## config.mk

```make
export PLATFORM = sky130hd
export DESIGN_NAME = upsample_zs
export DESIGN_NICKNAME = d
export VERILOG_FILES = /design/src/rtl/upsample_zs.sv
export SDC_FILE = /design/constraint.sdc
export NUM_CORES = 1
export LEC_CHECK = 0
export CAP_MARGIN = 10
export CELL_PAD_IN_SITES_DETAIL_PLACEMENT = 1
export CELL_PAD_IN_SITES_GLOBAL_PLACEMENT = 2
export CORE_AREA = 2 2 83 85
export DETAILED_ROUTE_END_ITERATION = 6
export DIE_AREA = 0 0 85 87
export MAX_ROUTING_LAYER = met4
export PLACE_DENSITY = 0.64
export SETUP_SLACK_MARGIN = 0.5
export SLEW_MARGIN = 20
export SYNTH_ARGS = -nofsm -noshare
export SYNTH_HDL_FRONTEND = slang
export SYNTH_SLANG_ARGS = --single-unit
```

## constraint.sdc

```tcl
create_clock -name clk -period 2.15 [get_ports clk]
set_input_delay 0.43 -clock clk [delete_from_list [all_inputs] [get_ports clk]]
set_output_delay 0.43 -clock clk [all_outputs]
set_load 0.01 [all_outputs]
```

## src/rtl/upsample_zs.sv

```systemverilog
`default_nettype none
// ============================================================================
// Module   : upsample_zs
// Purpose  : Zero-stuffing / sample-and-hold upsampler feeding the interpolation FIR.
// Revision : 1.0  initial release
// ============================================================================
module upsample_zs #(
    parameter int DATA_WIDTH = 5,
    parameter int UP_FACTOR  = 4,
    parameter int FIFO_DEPTH = 4
) (
    input  logic                         clk,
    input  logic                         rst_n,
    input  logic                         en,
    input  logic                         mode,
    input  logic [DATA_WIDTH-1:0]        in_data,
    input  logic                         in_valid,
    output logic                         in_ready,
    output logic [DATA_WIDTH-1:0]        out,
    output logic                         out_sop,
    output logic [$clog2(UP_FACTOR)-1:0] phase,
    output logic                         underrun,
    input  logic                         clr_underrun
);

    localparam int c_ph_w = $clog2(UP_FACTOR);
    localparam int c_aw   = $clog2(FIFO_DEPTH);
    localparam logic [c_ph_w-1:0] c_last = c_ph_w'(UP_FACTOR - 1);

    typedef enum logic [1:0] {
        S_IDLE  = 2'd0,
        S_RUN   = 2'd1,
        S_DRAIN = 2'd2
    } state_t;

    state_t                  r_state;
    logic [c_ph_w-1:0]       r_cnt;
    logic [DATA_WIDTH-1:0]   r_out;
    logic [DATA_WIDTH-1:0]   r_hold;
    logic                    r_sop;
    logic [c_ph_w-1:0]       r_phase;
    logic                    r_underrun;

    logic [DATA_WIDTH-1:0]   r_mem [FIFO_DEPTH];
    logic [c_aw:0]           r_wptr;
    logic [c_aw:0]           r_rptr;

    logic                    w_empty;
    logic                    w_full;
    logic                    w_push;
    logic                    w_slot0;
    logic                    w_pop;
    logic [DATA_WIDTH-1:0]   w_head;
    logic [DATA_WIDTH-1:0]   w_fill;

    // Pointers carry one extra wrap bit so full and empty are distinguishable.
    assign w_empty = (r_wptr == r_rptr);
    assign w_full  = (r_wptr[c_aw] != r_rptr[c_aw]) &&
                     (r_wptr[c_aw-1:0] == r_rptr[c_aw-1:0]);
    assign w_push  = in_valid && !w_full;
    assign w_slot0 = (r_state == S_RUN) && (r_cnt == '0);
    assign w_pop   = w_slot0 && !w_empty;
    assign w_head  = r_mem[r_rptr[c_aw-1:0]];
    assign w_fill  = mode ? r_hold : '0;

    assign in_ready = !w_full;
    assign out      = r_out;
    assign out_sop  = r_sop;
    assign phase    = r_phase;
    assign underrun = r_underrun;

    always_ff @(posedge clk) begin
        if (w_push) begin
            r_mem[r_wptr[c_aw-1:0]] <= in_data;
        end
    end

    always_ff @(posedge clk or negedge rst_n) begin
        if (!rst_n) begin
            r_wptr <= '0;
            r_rptr <= '0;
        end else begin
            if (w_push) r_wptr <= r_wptr + 1'b1;
            if (w_pop)  r_rptr <= r_rptr + 1'b1;
        end
    end

    always_ff @(posedge clk or negedge rst_n) begin
        if (!rst_n) begin
            r_state    <= S_IDLE;
            r_cnt      <= '0;
            r_out      <= '0;
            r_hold     <= '0;
            r_sop      <= 1'b0;
            r_phase    <= '0;
            r_underrun <= 1'b0;
        end else begin
            // A starved phase-0 slot wins over a simultaneous clear.
            if (w_slot0 && w_empty) r_underrun <= 1'b1;
            else if (clr_underrun)  r_underrun <= 1'b0;

            case (r_state)
                S_RUN, S_DRAIN: begin
                    r_phase <= r_cnt;
                    r_sop   <= (r_cnt == '0);
                    if (w_pop) begin
                        r_out  <= w_head;
                        r_hold <= w_head;
                    end else begin
                        r_out  <= w_fill;
                    end
                    r_cnt <= (r_cnt == c_last) ? '0 : r_cnt + 1'b1;
                    if (r_state == S_RUN) begin
                        if (!en) r_state <= (r_cnt == c_last) ? S_IDLE : S_DRAIN;
                    end else if (r_cnt == c_last) begin
                        r_state <= S_IDLE;
                    end
                end
                default: begin
                    r_out   <= '0;
                    r_sop   <= 1'b0;
                    r_phase <= '0;
                    r_cnt   <= '0;
                    if (en && !w_empty) r_state <= S_RUN;
                end
            endcase
        end
    end

endmodule
`default_nettype wire

```

# --- Word level (Yosys, flattened, before mapping) ---
# Memory sizes are Yosys's and may differ from the RTL's.
# Cells that the tools add are included.
word_totals:
  memories: 1
  wordCells: 52
  ram_bits: 20
  reg_bits: 24
mem_list:
  columns: ["name", "words", "width", "read_ports", "rd_ports_with_merged_regs", "wr", "line", "text"]
  rows:
  - ["r_mem", 4, 5, 1, 0, 1, "44", "logic [DATA_WIDTH-1:0] r_mem [FIFO_DEPTH];"]
op_classes:
  n_addsub: 3
  n_mux: 17
  n_eq_ne: 8
  n_reduce_logical: 14
ops:
  columns: ["op", "n"]
  rows:
  - ["$mux W2", 9]
  - ["$mux W5", 3]
  - ["$add A3 B1 Y3 const B", 2]
  - ["$logic_and A1 B1 Y1", 6]
  - ["$ne A3 B3 Y1 const B", 2]
  - ["$mux W1", 5]
  - ["$eq A2 B2 Y1 const B", 2]
  - ["$reduce_bool A2 Y1", 2]
  - ["$eq A3 B3 Y1", 1]
  - ["$reduce_and A3 Y1", 1]
  - ["$add A2 B1 Y2 const B", 1]
  - ["$eq A2 B1 Y1 const B", 1]
  - ["$eq A2 B2 Y1", 1]
  - ["$logic_not A1 Y1", 2]
  - ["$logic_not A2 Y1", 1]
  - ["$reduce_and A2 Y1", 1]
  - ["$reduce_or A2 Y1", 1]
  - ["$ne A1 B1 Y1", 1]

# --- Logic depth before layout (Yosys ltp) ---
# Gate-level depths: netlist (run 1).
logic_depth:
  ltp_word: 6
  ltp_mapped: 6
  depth_no_buf: 5

# --- Worst setup path before layout (run 1) ---
# OpenSTA, ideal clock, no wires.
synth_path:
  kind: "register -> register"
  startpoint: "reg r_state[1]"
  endpoint: "reg r_hold[0]"
  arrival_ps: 1612
  t_required_ps: 2025
  n_path_buf: 0
  synth_period_minus_slack_ps: 1736
  slack_ps: 414
  stages_incl_launch_ff: 6
  path_cell_list: "dfrtp_1 inv_1 ha_1 nand2_1 a311oi_4 mux2_2"
synth_via:
  elab_chain_cells: 4
  elab_cells_between_ends: 6
  classes_between: "2 x eq/ne; 4 x reduce/logical"
synth_lines:
  columns: ["item", "line", "text"]
  rows:
  - ["start, declared", "36", "state_t r_state;"]
  - ["start signal, assigned", "114", "if (!en) r_state <= (r_cnt == c_last) ? S_IDLE : S_DRAIN;"]
  - ["$eq A2 B1 Y1", "61, 102", null]
  - ["$logic_and A1 B1 Y1", "61", "assign w_slot0 = (r_state == S_RUN) && (r_cnt == '0);"]
  - ["$logic_and A1 B1 Y1", "62", "assign w_pop = w_slot0 && !w_empty;"]
  - ["$reduce_and A2 Y1 (no line) (*)", null, null]
  - ["end signal, assigned", "108", "r_hold <= w_head;"]
  - ["end, declared", "39", "logic [DATA_WIDTH-1:0] r_hold;"]
# Mark *: on every way between the ends. The rest lies on a longest branch, timed or not.
# A chain may end at the register's enable or synchronous reset.

# --- Worst setup path after layout (run 1) ---
layout_path:
  startpoint: "reg r_rptr[1]"
  endpoint: "reg r_hold[2]"
layout_via:
  elab_chain_cells: 4
  elab_cells_between_ends: 5
  classes_between: "1 x eq/ne; 3 x reduce/logical; 1 x memory"
layout_lines:
  columns: ["item", "line", "text"]
  rows:
  - ["start, declared", "46", "logic [c_aw:0] r_rptr;"]
  - ["start signal, assigned", "84", "if (w_pop) r_rptr <= r_rptr + 1'b1;"]
  - ["$eq A3 B3 Y1", "57", "assign w_empty = (r_wptr == r_rptr);"]
  - ["$logic_not A1 Y1", "62", null]
  - ["$logic_and A1 B1 Y1", "62", null]
  - ["$reduce_and A2 Y1 (no line)", null, null]
# Several ways; a longest one is shown, not always the timed one.

==> out/metrics.yaml, run 1 <==
status: "completed"
cts-htree-levels: 2
fin_setup_tns_ns: 0
rsz0062_at_grt: "yes"
synth_top_area_share_pct: 31.6
fp.dieW_um: 85
start_util_pct: 28.9
layout_setup_ws_ns: 0.507
r2r-end: "r_hold[2]"
synth_nets: 141
slowest_delay_ns: 0.46
worst_setup_path_startpoint: "r_rptr[1]"
synth_cells: 121
fin_crit_ns: 1.64
reg2reg_from: "r_rptr[1]"
crit_end: "r_hold[2]"
wl_per_cell_um: 15.7
tightest_slew_ns: 0.384
end_kind: "flop"
cts_buffer_depth: 2
grt_max_degree: 25
fin_skew_ns: 0.00249
syn_area_um2: 1900
ys_warn_count: 0
nets: 183
finalSetupViolCount: 0
synth_cell_types: 28
clock_sinks: 44
path_max_fanout: 7
grt_pass1_vias: 1280
drv_cap: 0
slowest_stage: "dfrtp_2"
seq_area_frac_synth_pct: 63.3
globalRouteTotalUtil_pct: 12.2
clk_pin_slew_ns: 0.08
finalHoldViolations: 0
core_area_um2: 6570
syn_avg_cell_area_um2: 15.7
grt_pass1_wl_mm: 6.58
io_buffers: 20
synthToLayoutAreaGrowth_pct: 34.9
dp.final_hpwl_mm: 2.66
drc: 0
io-pin-count: 21
cts_tree: "built"
powerDensity_nw_per_um2: 1590
rows: 30
num_antenna_cells: 0
num_vias: 1114
critical_path_class: "flop to flop"
hold_slack_ns: 0.494
ys_top_cells_by_area: "dfrtp_1 (32%), edfxtp_1 (32%), ha_1 (5.9%)"
dp_slack_ns: 0.0851
routed_wl_mm: 3.84
fmax_mhz: 609
p_leak_nw: 1.03
drive_above_1_share_pct: 36.0
relSlewSlack_pct: 74.4
clock_latency_ns: 0.30
synth_top_cell_by_area: "dfrtp_1"
slew_viol_final: 0
ys_ff_latch: 44
grt_antenna_before_repair: 0
cts_root_buf: "clkbuf_8"
reg2reg_depth: 5
place.gp.congestion: 0.751
start_kind: "flop"
dieArea_um2: 7400
path_depth: 5
cp_top_family: "flip-flops"
grt_overflow: 0
crit_arrival_ns: 1.83
cts_buffers: 5
avgViaCountPerCell: 4.57
path_common_cell: "buf_6"
ant_nets: 0
path_cells: "xnor2_4, buf_6, a311oi_4, buf_6, mux2_4"
required_ns: 2.34
first_pass_iters: 4
period_share_pct: 76.4
crit_buf_inv: 2
hold_class: "input port to async pin"
rrSetupSlack_ns: 0.51
ir_drop_uv: 637
drtIter0Drc: 59
die_h_um: 87
[through the flow]
stage	area (µm²)	power, mW	instances	util [%]
detailed placement	2250	2.99	224	34.2
global placement	2250	2.90	224	34.2
global route	2560	4.37	244	39.0
finish	2560	4.08	244	39.0
CTS	2480	3.93	241	37.8
floorplan	1920	2.48	121	-
[how the worst min path moves through the flow]
stage / startpoint / endpoint / cells after the start
finish: rst_n / r_cnt[1] / 2
global route: rst_n / out_sop / 2
CTS: r_cnt[0] / r_cnt[0] / 1
detailed placement: r_cnt[0] / r_cnt[0] / 1
global placement: r_cnt[0] / r_cnt[0] / 1
floorplan: rst_n / out[0] / 0
[cells in the mapped netlist (all sizes together)]
cell type,count
dfrtp,24
edfxtp,20
ha,9
inv,9
mux2,7
a32o,5
mux4,5
nor2b,5
xnor2,5
a31oi,4
nand2,4
and2,3
nand3,3
nor2,3
xor2,3
buf,2
a21oi,1
a221o,1
a311oi,1
a31o,1
clkbuf,1
nor3,1
o21ai,1
o221ai,1
o22ai,1
or2,1
[registers in the layout (all words and copies together), names as in the netlist]
| name | count |
|---|---|
| r_wptr | 3 |
| r_rptr | 3 |
| out_sop | 1 |
| r_cnt | 2 |
| phase | 2 |
| r_mem | 20 |
| r_state | 2 |
| r_hold | 5 |
| out | 5 |
| underrun | 1 |
[kinds of logic after synthesis]
group / Yosys count / share of synthesized area (%)
flops: 44 / 63.3
simple gates: 20 / 5.40
compound gates: 16 / 7.65
buf+inv: 12 / 2.77
mux: 12 / 10.5
fa+ha+maj: 9 / 5.93
xor+xnor: 8 / 4.48
[worst reg2reg max path, stage by stage (launching register included)]
cell      delay, ns
dfrtp_2        0.46
xnor2_4        0.16
buf_6          0.14
a311oi_4       0.30
buf_6          0.18
mux2_4         0.30
[where the power goes]
group          switching [mW]  internal (mW)
clock                   0.291          0.344
sequential              0.194           1.20
combinational           0.936           1.12
[timing repair]
item                                    CTS  global route
endpoints found under the setup margin   23            21
endpoints found under the hold margin     0             0
gates resized for setup                  17            16
buffers inserted                          9             3
pin swaps                                 4             2
hold buffers                              0             0
[layout make-up]
cell class	instances	area (µm²)
Clock buffer	5	68.8
Sequential cell	44	1210
Inverter	9	33.8
Fill cell	669	4010
Timing Repair Buffer	38	344
Multi-Input combinational cell	65	761
Tap cell	80	100
Clock inverter	3	42.5
[placed cells by master, fill, tap and decap left out, types with 2 or more instances in the layout]
cell | netlist | routed
edfxtp_1 | 20 | 20
clkdlybuf4s50_1 | 0 | 18
dfrtp_1 | 24 | 17
buf_4 | 2 | 15
inv_1 | 9 | 8
dfrtp_2 | 0 | 7
ha_1 | 9 | 6
nor2b_1 | 5 | 5
a32o_1 | 5 | 5
mux2_4 | 0 | 5
clkbuf_8 | 0 | 5
xnor2_4 | 0 | 3
mux4_2 | 3 | 3
nand3_1 | 3 | 3
and2_2 | 0 | 3
nor2_1 | 3 | 3
nand2_1 | 4 | 3
a31oi_1 | 4 | 3
buf_6 | 0 | 3
mux4_1 | 2 | 2
xor2_1 | 3 | 2
mux2_2 | 7 | 2
xnor2_1 | 3 | 2
ha_4 | 0 | 2
[routing by layer]
layer  GRT usage [%]  up-vias  wire, µm
li1                -      524         -
met1            14.6      561      1730
met2            19.7       21      1930
met3            2.56        8       111
met4            5.63        0        76
met5               -        -         0
Note: power is estimated with default switching activity, not from simulation.
==> run 2: changes to the inputs <==
Clock period 2.15 ns to 1.6 ns, I/O delays scaled along.
==> run 2 against run 1 <==
  * The flow now finishes with violations (negative setup slack)
  * Hold slack got worse by 0.11 ns
  * Fmax decreased by 1.6%
  * Sequential share of layout area decreased by 5.5 points
  * Largest power group unchanged
==> out/metrics.yaml, run 2 (same netlist as run 1, synthesis figures left out) <==
fp.dieW_um: 85  # unchanged
place.gp.congestion: 0.727  # was 0.751
grt_pass1_vias: 1361  # was 1280
drc: 0  # unchanged
final_common_cell: "buf_4"  # was edfxtp_1
period_share_pct: 104  # was 76.4%
io-pin-count: 21  # unchanged
p_leak_nw: 1.21  # was 1.03 nW
rrSetupSlack_ns: -0.07  # was 0.51 ns
ant_nets: 0  # unchanged
clock_latency_ns: 0.29  # was 0.30 ns
fin_crit_ns: 1.67  # was 1.64 ns
layout_setup_ws_ns: -0.0698  # was 0.507 ns
end_kind: "flop"  # unchanged
cts_tree: "built"  # unchanged
nets: 207  # was 183
reg2reg_from: "r_rptr[0]"  # was r_rptr[1]
grt.met3_usage_pct: 3.13  # was 2.56%
rsz0062_at_grt: "yes"  # unchanged
path_max_fanout: 7  # unchanged
powerDensity_nw_per_um2: 2340  # was 1590 nW/µm²
slowest_delay_ns: 0.46  # about the same
num_vias: 1227  # was 1114
required_ns: 1.78  # was 2.34 ns
dp.final_hpwl_mm: 2.80  # was 2.66 mm
grt_pass1_wl_mm: 7.00  # was 6.58 mm
largest_reg_flops: 20  # unchanged
cts-htree-levels: 2  # unchanged
rows: 30  # unchanged
cts_buffers: 5  # unchanged
wl_per_cell_um: 16.0  # was 15.7 µm
first_pass_iters: 4  # unchanged
intPower_mw: 4.39  # was 2.66 mW
fmax_mhz: 599  # was 609 MHz
power_frac_clock_pct: 12.9  # was 15.6%
crit_arrival_ns: 1.85  # was 1.83 ns
routed_wl_mm: 4.29  # was 3.84 mm
core_area_um2: 6570  # unchanged
drive_above_1_share_pct: 56.9  # was 36.0%
clk_pin_slew_ns: 0.09  # was 0.08 ns
busiest_layer: "met2"  # unchanged
die_h_um: 87  # unchanged
final_cell_mix: "buf_4 (25), edfxtp_1 (20), dfrtp_1 (18), buf_6 (15), clkdlybuf4s50_1 (10)"  # was edfxtp_1 (20), clkdlybuf4s50_1 (18), dfrtp_1 (17), buf_4 (15), inv_1 (8)
drtIter0Drc: 49  # was 59
hold_class: "input port to async pin"  # unchanged
grt_overflow: 0  # unchanged
r2r-end: "r_hold[1]"  # was r_hold[2]
synthToLayoutAreaGrowth_pct: 52.3  # was 34.9%
start_kind: "flop"  # unchanged
swShare_pct: 35.1  # was 34.8%
finalSetupViolCount: 10  # was 0
relSlewSlack_pct: 79.2  # was 74.4%
slowest_stage: "dfrtp_2"  # unchanged
fin_skew_ns: 0.00748  # was 0.00249 ns
holdBufCountCts: 0  # unchanged
grtUsageMet2_pct: 21.0  # was 19.7%
start_util_pct: 28.9  # unchanged
globalRouteTotalUtil_pct: 12.4  # was 12.2%
status: "finished, violations left"  # was completed
cts_buffer_depth: 2  # unchanged
tightest_slew_ns: 0.312  # was 0.384 ns
pwr-share-comb_pct: 59.8  # was 50.3%
io_buffers: 20  # unchanged
dieArea_um2: 7400  # unchanged
num_antenna_cells: 0  # unchanged
fillers: 652  # was 669
reg2reg_depth: 5  # unchanged
p_seq_share_pct: 27.4  # was 34.1%
path_cells: "xnor2_4, buf_6, a311oi_4, buf_12, mux2_4"  # was xnor2_4, buf_6, a311oi_4, buf_6, mux2_4
cts_root_buf: "clkbuf_8"  # unchanged
switching_power_mw: 2.37  # was 1.42 mW
fin_setup_tns_ns: -0.371  # was 0 ns
slew_viol_final: 0  # unchanged
violations: "negative setup slack"
finalPower_mw: 6.76  # was 4.08 mW
drv_cap: 0  # unchanged
avgViaCountPerCell: 4.58  # was 4.57
finalHoldViolations: 0  # unchanged
grt_max_degree: 25  # unchanged
critical_path_class: "flop to flop"  # unchanged
clock_sinks: 44  # unchanged
grt_antenna_before_repair: 0  # unchanged
gr-usage-met1_pct: 15.0  # was 14.6%
ir_drop_uv: 802  # was 637 µV
[run 2: cell count changes in the layout (fill, tap and decap cells not counted), sizes merged]
cell           previous run  this run
buf                      18        52
clkdlybuf4s50            18        10
clkinv                    2         0
clkbuf                    6         5
clkinvlp                  0         1
dlymetal6s2s              1         0
inv                       9        10
[run 2: critical path, delay by kind of cell, from the launching register on]
| kind | cells | cell delay (ns) |
|---|---|---|
| flip-flops | 1 | 0.46 |
| AO/OA/AOI/OAI | 1 | 0.34 |
| buffers and inverters | 2 | 0.30 |
| multiplexers | 1 | 0.29 |
| XOR/XNOR | 1 | 0.16 |
[run 2: timing repair]
item,in CTS,in global routing
endpoints found under the setup margin,54,54
resized for setup,78,23
gates cloned,0,0
pin swaps,15,7
buffers inserted,13,8
[run 2: area by class of cell]
type / count / area [µm²] / share of cell area (%)
clock buffer: 5 / 68.8 / 2.38
sequential: 44 / 1210 / 41.8
tap: 80 / 100 / 3.46
timing repair buffer: 62 / 557 / 19.3
clock inverter: 3 / 46.3 / 1.60
multi-input combinational: 65 / 877 / 30.3
inverter: 9 / 33.8 / 1.17
[run 2: metal layers]
| metal | part of all wire, % | vias to the layer above |
|---|---|---|
| met3 | 3.9 | 4 |
| met2 | 53 | 26 |
| li1 | - | 573 |
| met1 | 43 | 624 |
| met4 | 0.72 | 0 |
| met5 | 0 | - |
[run 2: power groups by stage]
stage	combinational [mW]	clock, mW	sequential (mW)
floorplan	1.66	0	1.85
global placement	2.57	0	1.85
detailed placement	2.66	0	1.89
CTS	3.43	0.890	1.86
global route	4.34	0.936	1.90
finish	4.04	0.870	1.85
[run 2: worst max path at each step]
stage | from | end | slack (ns) | depth (start not counted)
6_report | r_rptr[0] | r_hold[1] | -0.07 | 5
4_1_cts | r_wptr[0] | r_hold[3] | -0.07 | 5
2_1_floorplan | r_rptr[1] | r_hold[0] | -0.07 | 4
3_5_place_dp | in_valid | r_mem[2][2] | -0.16 | 5
3_3_place_gp | in_valid | r_mem[0][2] | -0.09 | 5
5_1_grt | r_cnt[0] | r_hold[1] | -0.11 | 6
[run 2: metrics by stage]
step / hold slack [ns] / cells / utilization [%] / area [µm²] / setup WS, ns
floorplan: 0.0244 / 121 / - / 1980 / -0.0733
global placement: 0.490 / 239 / 36.9 / 2420 / -0.0928
detailed placement: 0.501 / 239 / 36.9 / 2420 / -0.157
CTS: 0.397 / 260 / 41.7 / 2740 / -0.0744
global route: 0.425 / 268 / 44.0 / 2890 / -0.110
finish: 0.388 / 268 / 44.0 / 2890 / -0.0698
==> run 3: changes to the inputs <==
Settings changed: PLACE_DENSITY 0.64 to default, PLACE_DENSITY_LB_ADDON from default to 0.1.
==> run 3 against run 2 <==
  * The run still ends with negative setup slack left
  * Hold slack got worse by 0.011 ns
  * Design area shrank 1.2%
  * Die area unchanged
  * Clock power shrank 2.8%
  * Largest cell class unchanged
  * Combinational power down 6.4%
==> out/metrics.yaml, run 3 (same netlist as run 1, synthesis figures left out) <==
power_frac_clock_pct: 13.0  # was 12.9%
crit_arrival_ns: 1.80  # was 1.85 ns
drv_cap: 0  # unchanged
cts-htree-levels: 2  # unchanged
grt_antenna_before_repair: 0  # unchanged
powerDensity_nw_per_um2: 2270  # was 2340 nW/µm²
finalHoldViolations: 0  # unchanged
grt_pass1_wl_mm: 7.05  # was 7.00 mm
clock_latency_ns: 0.30  # was 0.29 ns
first_pass_iters: 4  # unchanged
ir_drop_uv: 901  # was 802 µV
avgViaCountPerCell: 4.56  # was 4.58
rsz0062_at_grt: "yes"  # unchanged
period_share_pct: 101  # was 104%
wl_per_cell_um: 16.0  # about the same
path_max_fanout: 7  # unchanged
hold_class: "input port to async pin"  # unchanged
clk_pin_slew_ns: 0.09  # about the same
cts_buffers: 5  # unchanged
cts_buffer_depth: 2  # unchanged
fin_crit_ns: 1.62  # was 1.67 ns
final_cell_mix: "buf_4 (22), edfxtp_1 (20), dfrtp_1 (19), buf_6 (19)"  # was buf_4 (25), edfxtp_1 (20), dfrtp_1 (18), buf_6 (15), clkdlybuf4s50_1 (10)
holdBufCountCts: 0  # unchanged
grt_max_degree: 25  # unchanged
grt_overflow: 0  # unchanged
tightest_slew_ns: 0.323  # was 0.312 ns
rows: 30  # unchanged
clock_sinks: 44  # unchanged
required_ns: 1.78  # about the same
start_util_pct: 28.9  # unchanged
finalPower_mw: 6.48  # was 6.76 mW
fp.dieW_um: 85  # unchanged
synthToLayoutAreaGrowth_pct: 50.6  # was 52.3%
pwr-share-comb_pct: 58.4  # was 59.8%
cts_tree: "built"  # unchanged
core_area_um2: 6570  # unchanged
dp.final_hpwl_mm: 2.91  # was 2.80 mm
fmax_mhz: 618  # was 599 MHz
fillers: 664  # was 652
ant_nets: 0  # unchanged
slew_viol_final: 0  # unchanged
cts_root_buf: "clkbuf_8"  # unchanged
fin_skew_ns: 0.00812  # was 0.00748 ns
switching_power_mw: 2.25  # was 2.37 mW
postPlaceCellArea_um2: 2440  # was 2420 µm²
drc: 0  # unchanged
drtIter0Drc: 51  # was 49
intPower_mw: 4.23  # was 4.39 mW
violations: "negative setup slack"  # unchanged
utilization_pct: 43.5  # was 44.0%
num_vias: 1218  # was 1227
globalRouteTotalUtil_pct: 13.0  # was 12.4%
status: "finished, violations left"  # unchanged
grt_pass1_vias: 1351  # was 1361
place.gp.congestion: 0.669  # was 0.727
swShare_pct: 34.7  # was 35.1%
io_buffers: 20  # unchanged
largest_reg_flops: 20  # unchanged
final_common_cell: "buf_4"  # unchanged
finalSetupViolCount: 5  # was 10
die_h_um: 87  # unchanged
relSlewSlack_pct: 78.4  # was 79.2%
start_kind: "flop"  # unchanged
dieArea_um2: 7400  # unchanged
drive_above_1_share_pct: 56.1  # was 56.9%
routed_wl_mm: 4.27  # was 4.29 mm
nets: 206  # was 207
finalInstanceArea_um2: 2860  # was 2890 µm²
critical_path_class: "flop to flop"  # unchanged
num_antenna_cells: 0  # unchanged
end_kind: "flop"  # unchanged
p_leak_nw: 1.20  # was 1.21 nW
io-pin-count: 21  # unchanged
layout_setup_ws_ns: -0.0180  # was -0.0698 ns
p_seq_share_pct: 28.6  # was 27.4%
-- run 3: cell types whose count changed in the layout (fill, tap and decap cells not counted), sizes merged --
| cell | before | now |
|---|---|---|
| buf | 52 | 51 |
| clkinv | 0 | 2 |
| clkinvlp | 1 | 0 |
| inv | 10 | 9 |
-- run 3: path summary, 6_finish.rpt --
path / from / end / slack [ns] / cells after the start
min in group clk: r_hold[4] / r_hold[4] / 0.52 / 1
worst max-delay path: r_wptr[1] / r_hold[3] / -0.02 / 5
worst min-delay path: rst_n / underrun / 0.38 / 2
max in group asynchronous: rst_n / r_wptr[0] / 0.96 / 2
worst max register to register: r_wptr[1] / r_hold[3] / -0.02 / 5
worst min register to register: r_hold[4] / r_hold[4] / 0.52 / 1
-- run 3: metal layers --
| metal | routed length [µm] | GRT usage (%) | part of all wire [%] |
|---|---|---|---|
| met1 | 1780 | 14.8 | 42 |
| met2 | 2310 | 22.3 | 54 |
| met3 | 144 | 3.89 | 3.4 |
| met4 | 24 | 3.90 | 0.56 |
| met5 | 0 | - | 0 |
-- run 3: power by group through the flow --
| stage | Sequential, mW | Combinational [mW] | Clock (mW) |
|---|---|---|---|
| after global placement | 1.85 | 2.64 | 0 |
| final | 1.85 | 3.78 | 0.846 |
| after CTS | 1.85 | 3.52 | 0.890 |
| after detailed placement | 1.87 | 2.70 | 0 |
| after global routing | 1.90 | 4.11 | 0.945 |
| after floorplan | 1.85 | 1.66 | 0 |
-- run 3: layout make-up --
| cell class | instances | area, µm² | share of cell area (%) |
|---|---|---|---|
| clock buffers | 5 | 68.8 | 2.41 |
| repair buffers | 61 | 529 | 18.5 |
| flip-flops and latches | 44 | 1210 | 42.3 |
| well taps | 80 | 100 | 3.50 |
| clock inverters | 3 | 42.5 | 1.49 |
| inverters | 9 | 33.8 | 1.18 |
| multi-input cells | 65 | 876 | 30.6 |
-- run 3: critical path, cell delays in order, from the launching register on --
cell	delay (ns)
dfrtp_2	0.45
xnor2_4	0.15
buf_6	0.13
a311oi_4	0.29
buf_6	0.18
mux2_4	0.30
-- run 3: stage by stage --
step | instances | setup slack [ns] | setup TNS, ns | hold slack (ns)
6_report | 267 | -0.0180 | -0.0620 | 0.377
5_1_grt | 267 | -0.0565 | -0.844 | 0.406
4_1_cts | 263 | -0.0282 | -0.117 | 0.381
3_5_place_dp | 245 | -0.168 | -2.35 | 0.503
3_3_place_gp | 245 | -0.120 | -1.83 | 0.492
2_1_floorplan | 121 | -0.0733 | -0.396 | 0.0244
-- run 3: what timing repair did --
item | CTS | global route
endpoints found under the setup margin | 50 | 54
hold endpoints to repair | 0 | 0
resized for setup | 86 | 15
pin swaps | 21 | 15
setup buffers | 10 | 4
